==> src/rtl/pipe_hazard_ctrl.sv <==
// pipe_hazard_ctrl: stall/flush sequencing for the 16-bit pipeline.
// Combines load-use hazards, MEM-resolved taken branches and the multi-cycle
// EX unit handshake into PC / IF/ID / ID/EX / EX/MEM stall and flush controls.
// Optional build macro HAZ_PERF_CNT_EN adds a saturating stall-cycle counter;
// without it stall_cycles is tied to zero.
// When stall and flush both target one register, the pipe registers apply the flush.

module pipe_hazard_ctrl #(
   parameter int REG_AW       = 4,
   parameter int REDIRECT_CYC = 1,
   parameter int MC_TIMEOUT   = 32
) (
   input  logic              clk,
   input  logic              rst,
   input  logic [REG_AW-1:0] id_rs1,
   input  logic [REG_AW-1:0] id_rs2,
   input  logic              id_uses_rs1,
   input  logic              id_uses_rs2,
   input  logic [REG_AW-1:0] ex_rd,
   input  logic              ex_mem_read,
   input  logic              ex_mc_start,
   input  logic              ex_mc_done,
   input  logic              mem_branch,
   input  logic              mem_branch_ne,
   input  logic              mem_zero,
   output logic              stall_pc,
   output logic              stall_if_id,
   output logic              stall_id_ex,
   output logic              flush_if_id,
   output logic              flush_id_ex,
   output logic              flush_mem,
   output logic              pc_sel_branch,
   output logic              mc_abort,
   output logic              mc_timeout,
   output logic [15:0]       stall_cycles
);

   localparam int MC_CW = $clog2(MC_TIMEOUT + 1);
   localparam logic [MC_CW-1:0] MC_LIMIT      = MC_CW'(MC_TIMEOUT);
   localparam logic [MC_CW-1:0] MC_FIRST      = MC_CW'(1);
   localparam logic [1:0]       REDIRECT_LOAD = 2'(REDIRECT_CYC);

   typedef enum logic [1:0] {
      RUN      = 2'd0,
      MC_WAIT  = 2'd1,
      REDIRECT = 2'd2
   } state_t;

   state_t           state;
   state_t           state_next;
   logic [MC_CW-1:0] mc_cnt;
   logic [MC_CW-1:0] mc_cnt_next;
   logic [1:0]       redir_cnt;
   logic [1:0]       redir_cnt_next;
   logic             timeout_q;
   logic             timeout_set;
   logic             br_taken;
   logic             load_use;
   logic             rs1_hit;
   logic             rs2_hit;

   // Branch resolution and load-use detection; a MEM slot claiming both BEQ and BNE is not taken, R0 never hazards.
   always_comb begin
      br_taken = ((mem_branch & mem_zero) | (mem_branch_ne & ~mem_zero))
                 & ~(mem_branch & mem_branch_ne);
      rs1_hit  = id_uses_rs1 & (id_rs1 == ex_rd);
      rs2_hit  = id_uses_rs2 & (id_rs2 == ex_rd);
      load_use = ex_mem_read & (ex_rd != '0) & (rs1_hit | rs2_hit);
   end

   // Next-state and control decode; everything is held at zero while reset is asserted.
   always_comb begin
      stall_pc       = 1'b0;
      stall_if_id    = 1'b0;
      stall_id_ex    = 1'b0;
      flush_if_id    = 1'b0;
      flush_id_ex    = 1'b0;
      flush_mem      = 1'b0;
      pc_sel_branch  = 1'b0;
      mc_abort       = 1'b0;
      state_next     = state;
      mc_cnt_next    = mc_cnt;
      redir_cnt_next = redir_cnt;
      timeout_set    = 1'b0;
      if (!rst) begin
         unique case (state)
            RUN: begin
               if (br_taken) begin
                  pc_sel_branch  = 1'b1;
                  flush_if_id    = 1'b1;
                  flush_id_ex    = 1'b1;
                  flush_mem      = 1'b1;
                  state_next     = REDIRECT;
                  redir_cnt_next = REDIRECT_LOAD;
               end else if (ex_mc_start && !ex_mc_done) begin
                  stall_pc    = 1'b1;
                  stall_if_id = 1'b1;
                  stall_id_ex = 1'b1;
                  flush_mem   = 1'b1;
                  state_next  = MC_WAIT;
                  mc_cnt_next = MC_FIRST;
               end else if (!ex_mc_start && load_use) begin
                  stall_pc    = 1'b1;
                  stall_if_id = 1'b1;
                  flush_id_ex = 1'b1;
               end
            end
            MC_WAIT: begin
               if (br_taken) begin
                  pc_sel_branch  = 1'b1;
                  flush_if_id    = 1'b1;
                  flush_id_ex    = 1'b1;
                  flush_mem      = 1'b1;
                  mc_abort       = 1'b1;
                  state_next     = REDIRECT;
                  redir_cnt_next = REDIRECT_LOAD;
               end else if (ex_mc_done) begin
                  state_next = RUN;
               end else if (mc_cnt == MC_LIMIT) begin
                  stall_pc    = 1'b1;
                  stall_if_id = 1'b1;
                  stall_id_ex = 1'b1;
                  flush_mem   = 1'b1;
                  mc_abort    = 1'b1;
                  timeout_set = 1'b1;
                  state_next  = RUN;
               end else begin
                  stall_pc    = 1'b1;
                  stall_if_id = 1'b1;
                  stall_id_ex = 1'b1;
                  flush_mem   = 1'b1;
                  mc_cnt_next = mc_cnt + 1'b1;
               end
            end
            REDIRECT: begin
               flush_if_id = 1'b1;
               if (redir_cnt == 2'd1) begin
                  state_next = RUN;
               end else begin
                  redir_cnt_next = redir_cnt - 2'd1;
               end
            end
            default: begin
               state_next = RUN;
            end
         endcase
      end
   end

   // State, sequencing counters and the sticky timeout flag.
   always_ff @(posedge clk) begin
      if (rst) begin
         state     <= RUN;
         mc_cnt    <= '0;
         redir_cnt <= '0;
         timeout_q <= 1'b0;
      end else begin
         state     <= state_next;
         mc_cnt    <= mc_cnt_next;
         redir_cnt <= redir_cnt_next;
         timeout_q <= timeout_q | timeout_set;
      end
   end

   assign mc_timeout = timeout_q & ~rst;

`ifdef HAZ_PERF_CNT_EN
   logic [15:0] stall_cnt;

   // Count every cycle the PC is held, saturating at the top value.
   always_ff @(posedge clk) begin
      if (rst) begin
         stall_cnt <= '0;
      end else if (stall_pc && (stall_cnt != 16'hFFFF)) begin
         stall_cnt <= stall_cnt + 16'd1;
      end
   end

   assign stall_cycles = rst ? 16'd0 : stall_cnt;
`else
   assign stall_cycles = 16'd0;
`endif

endmodule

==> config.mk <==
export PLATFORM = sky130hd
export DESIGN_NAME = pipe_hazard_ctrl
export DESIGN_NICKNAME = d
export VERILOG_FILES = /design/src/rtl/pipe_hazard_ctrl.sv
export SDC_FILE = /design/constraint.sdc
export NUM_CORES = 1
export LEC_CHECK = 0
export BUFFER_PORTS_ARGS = -buffer_cell sky130_fd_sc_hd__buf_4
export CAP_MARGIN = 20
export CORE_MARGIN = 4
export CORE_UTILIZATION = 35
export CTS_CLUSTER_SIZE = 20
export DETAILED_ROUTE_END_ITERATION = 16
export GPL_TIMING_DRIVEN = 0
export PLACE_DENSITY_LB_ADDON = 0.08
export SLEW_MARGIN = 15
export SYNTH_ARGS = -nofsm -noshare
export SYNTH_HDL_FRONTEND = slang
export SYNTH_SLANG_ARGS = --single-unit
==> constraint.sdc <==
create_clock -name clk -period 1.45 [get_ports clk]
set_input_delay 0 -clock clk [delete_from_list [all_inputs] [get_ports clk]]
set_output_delay 0 -clock clk [all_outputs]
set_load 0.02 [all_outputs]
# After elaboration in Yosys (flattened, before gate mapping)
# Cells that the tools add are included.
dict set report op_classes {
  add_sub_neg 2
  bitwise 15
  reduce_logical 12
  mux 48
  n_eq_ne 16
}
# op count
set ops {}
lappend ops {{$mux W6} 5}
lappend ops {{$mux W1} 27}
lappend ops {{$mux W2} 8}
lappend ops {{$ne A2 B2 Y1 const B} 7}
lappend ops {{$pmux W6 S2} 1}
lappend ops {{$pmux W1 S2} 5}
lappend ops {{$and A1 B1 Y1} 9}
lappend ops {{$eq A4 B4 Y1} 2}
lappend ops {{$add A6 B1 Y6 const B} 1}
lappend ops {{$eq A6 B6 Y1 const B} 1}
lappend ops {{$pmux W2 S3} 1}
lappend ops {{$reduce_and A3 Y1} 2}
lappend ops {{$reduce_and A6 Y1} 1}
lappend ops {{$eq A2 B1 Y1 const B} 2}
lappend ops {{$ne A4 B4 Y1 const B} 1}
lappend ops {{$pmux W2 S2} 1}
lappend ops {{$reduce_bool A2 Y1} 2}
lappend ops {{$reduce_bool A4 Y1} 1}
lappend ops {{$ne A3 B3 Y1 const B} 1}
lappend ops {{$not A1 Y1} 3}
lappend ops {{$or A1 B1 Y1} 3}
lappend ops {{$eq A2 B2 Y1 const B} 1}
lappend ops {{$logic_and A1 B1 Y1} 2}
lappend ops {{$logic_not A1 Y1} 2}
lappend ops {{other kinds (4)} 4}
dict set report totals {
  out_inout_bits 25
  register_bits 11
}

# Depth between registers and ports, before layout
dict set report logic_depth {
  word_depth 10
  mapped_depth 7
  depth_no_buf 7
}

# Worst setup path before layout
# No wires, ideal clock.
dict set report synth_timing {
  path_type {reg-to-output}
  from {reg state[0]}
  to {out stall_pc}
  path_stages_with_launch 6
  n_path_buf 1
  arrival_ps 1539
  path_slack_ps -89
  path_cell_list {dfxtp_1 nor2_1 nand3_1 a211o_1 o22ai_1 buf_4}
}
dict set report synth_via {
  elab_chain_len 3
  elab_cells_between_ends 4
}
# element line
set synth_lines {}
lappend synth_lines {{from (decl)} 49} ;# state_t state;
lappend synth_lines {{from (signal assigned)} 158} ;# state <= state_next;
lappend synth_lines {{$eq A2 B1 Y1 / $logic_not A2 Y1 (equally long branches)} -}
lappend synth_lines {{$pmux W1 S2 (*)} -}
lappend synth_lines {{$mux W1 (*)} -}
lappend synth_lines {{to (decl)} 26} ;# output logic stall_pc,
# Every way passes the cells marked *; elsewhere a longest branch is shown, timed or not.

# Worst setup path after layout
dict set report layout_timing {
  from {reg state[1]}
  to {out stall_pc}
}
dict set report layout_via {
  elab_chain_len 3
  elab_cells_between_ends 4
}
# element line
set layout_lines {}
lappend layout_lines {{$eq A2 B1 Y1 / $logic_not A2 Y1 (equally long branches)} 86} ;# unique case (state)
lappend layout_lines {{$pmux W1 S2 (*)} 86}
lappend layout_lines {{$mux W1 (*)} 85} ;# if (!rst) begin
# Marked as above.

==> flow_summary.ini <==
[synthesis]
yosys.area_share.xor_xnor = 0.112
yosys.area_share.simple = 0.297
synth_fa_ha_area_frac = 0.0402
ys_types = 37
synth_most_common_cell = nor2_1
synth_compound_area_frac = 0.138
yosys_warnings = 0
synth_edf_count = 0
yosys-top-cells-area = dfxtp_1, buf_4, xor2_1, nor2_1, ha_1
ys_seq_area_frac = 0.236
synthCells = 114
synth_mux_area_frac = 0
yosys.area.top_type = dfxtp_1
async_reset_ff_frac = 0
synth-seq-cells = 11
synth_flop_cell = dfxtp_1
yosysTopAreaCellShare = 0.236
syn-cell-area_um2 = 935
synth_top_family_by_area = simple AND/OR/NAND/NOR gates
avgSynthCellArea_um2 = 8.20
synth_commonest_cells = nor2_1, buf_4, dfxtp_1, xor2_1, nand3_1

[global_routing]
grt_max_degree = 11
grt_pass1_vias = 907
grt_util_all_layers = 0.137
grt.overflow.total = 0
grt_first_pass_wirelength_um = 3830
antenna_found_initial = 0

[flow_run]
maxCapViolCount = 0

[die]
dieHeight_um = 59.7
rows = 18
dieArea_um2 = 3560
core-area_um2 = 2520
io_pins = 47
initial_core_util = 0.371
die_w_um = 59.7

[cells_and_area]
area.growth.synth_to_final_pct = 56.0
regArea_um2 = 233
drive_above_1_share = 0.497
fillers = 235
multi_input_area_um2 = 671
final_util = 0.578
diodes = 0
layout.nets = 201

[placed_design]
dp_hpwl_um = 1760
pre_cts_slack_ns = -0.0232
place.gp.congestion = 0.745
io_buffers = 30

[power]
pwr-share-clk = 0.240
seqPwrFrac = 0.366
p_int_w = 0.000598
combPwrFrac = 0.394
peakVddDrop_mv = 0.406
swShare = 0.328
switchingPower_w = 0.000292
p_leak_nw = 0.688
powerDensity_nw_per_um2 = 611

[drt]
wire_per_inst_um = 11.5
dr.pass1.iters = 4
drtIter0Drc = 23
routed_wirelength_um = 2360
vias_per_cell = 4.60
drc_errors = 0
ant_nets = 0
vias = 944

[worst_setup_path]
arrival_ns = 1.51
worstPathMaxFanout = 4
critPathCaptureType = primary output
critPathRequiredTime_ns = 1.45
worst-setup-path-type = flip-flop to primary output
start_kind = flip-flop

[cts]
numCtsBuffers = 3
cts_tree = built
clk_path_buf_depth = 2
clk_latency_ns = 0.27
cts_sinks = 11
postCtsHoldBufs = 0
clkTransAtPathRegs_ns = 0.07
htree_levels = 1
cts_root_buf = clkbuf_4

[sta]
finalHoldViolations = 0
setup_viol_count_final = 1
setup_ws_ns = -0.0574
maxSlewViolCount = 0
post-route-min-period_ns = 1.51
skew_ns = 0.000733
grt_setup_unrepaired = true
fmax_mhz = 663
fin_crit_sh = 1.04

[run_status]
outcome = complete, but fails checks
violations = setup timing

[hold_path]
hp-class = input pin to flip-flop
[per-layer routing]
metal / routed length [µm] / global-route usage / vias to the layer above
met4: 29 / 0.0475 / 0
met2: 1040 / 0.238 / 46
li1: - / - / 486
met1: 960 / 0.163 / 408
met3: 336 / 0.0346 / 4
met5: 0 / 0 / -
[flip-flops by register name, indices dropped and copies added (netlist names)]
| register | cells |
|---|---|
| state | 2 |
| mc_cnt | 6 |
| redir_cnt | 2 |
| timeout_q | 1 |
[power groups by stage]
stage	registers [W]	logic [W]	clock network, W
after floorplan	0.000329	0.000207	0
after CTS	0.000321	0.000345	0.000215
after global placement	0.000330	0.000299	0
after global routing	0.000328	0.000383	0.000232
final	0.000326	0.000351	0.000213
after detailed placement	0.000331	0.000303	0
[kinds of logic after synthesis]
kind of cell	after synthesis
fa+ha+maj	3
buf+inv	24
xor+xnor	12
compound gates	17
flops	11
other cells	1
simple gates	46
[critical path, cell delays in order, from the launching register on]
cell and delay, ns:
dfxtp_4 0.37, nor2_4 0.11, nand3_2 0.07, a211o_1 0.26
o22ai_2 0.18, buf_4 0.14, buf_6 0.10
[placed cells by master (no fill, tap or decap), types with 4 or more instances in the layout]
cell and count:
nand3_1 4, nand4_1 4, dfxtp_1 7, conb_1 16, xor2_1 10, buf_4 57
nor2_1 15
[final timing paths]
check | start | end | slack (ns) | cells past startpoint
hold / removal | rst | mc_cnt[4] | 0.07 | 3
setup reg to reg | mc_cnt[1] | mc_cnt[2] | 0.04 | 8
hold reg to reg | timeout_q | timeout_q | 0.47 | 2
setup / recovery | state[1] | stall_pc | -0.06 | 6
[layout make-up]
cell class                      count  share of cell area
Inverter                            4              0.0137
Multi-Input combinational cell     94               0.460
Tap cell                           30              0.0258
Buffer                             19              0.0936
Sequential cell                    11               0.160
Clock buffer                        4              0.0180
Timing Repair Buffer               43               0.229
[metrics by stage]
step | instance area (µm²) | std cells | total power (W) | hold WS [ns] | TNS [ns]
after global routing | 1460 | 205 | 0.000942 | 0.0867 | -0.251
final | 1460 | 205 | 0.000890 | 0.0710 | -0.0574
after CTS | 1420 | 203 | 0.000881 | 0.0665 | -0.304
after global placement | 1260 | 189 | 0.000629 | 0.309 | 0
after floorplan | 997 | 129 | 0.000536 | 0.0781 | 0
after detailed placement | 1260 | 189 | 0.000634 | 0.316 | -0.0329
[what timing repair did]
action / 4_1_cts / 5_1_grt
gates resized for setup: 19 / 10
setup buffers: 10 / 3
setup endpoints to repair: 7 / 13
pin swaps: 8 / 9
Note: power is estimated with default switching activity, not from simulation.
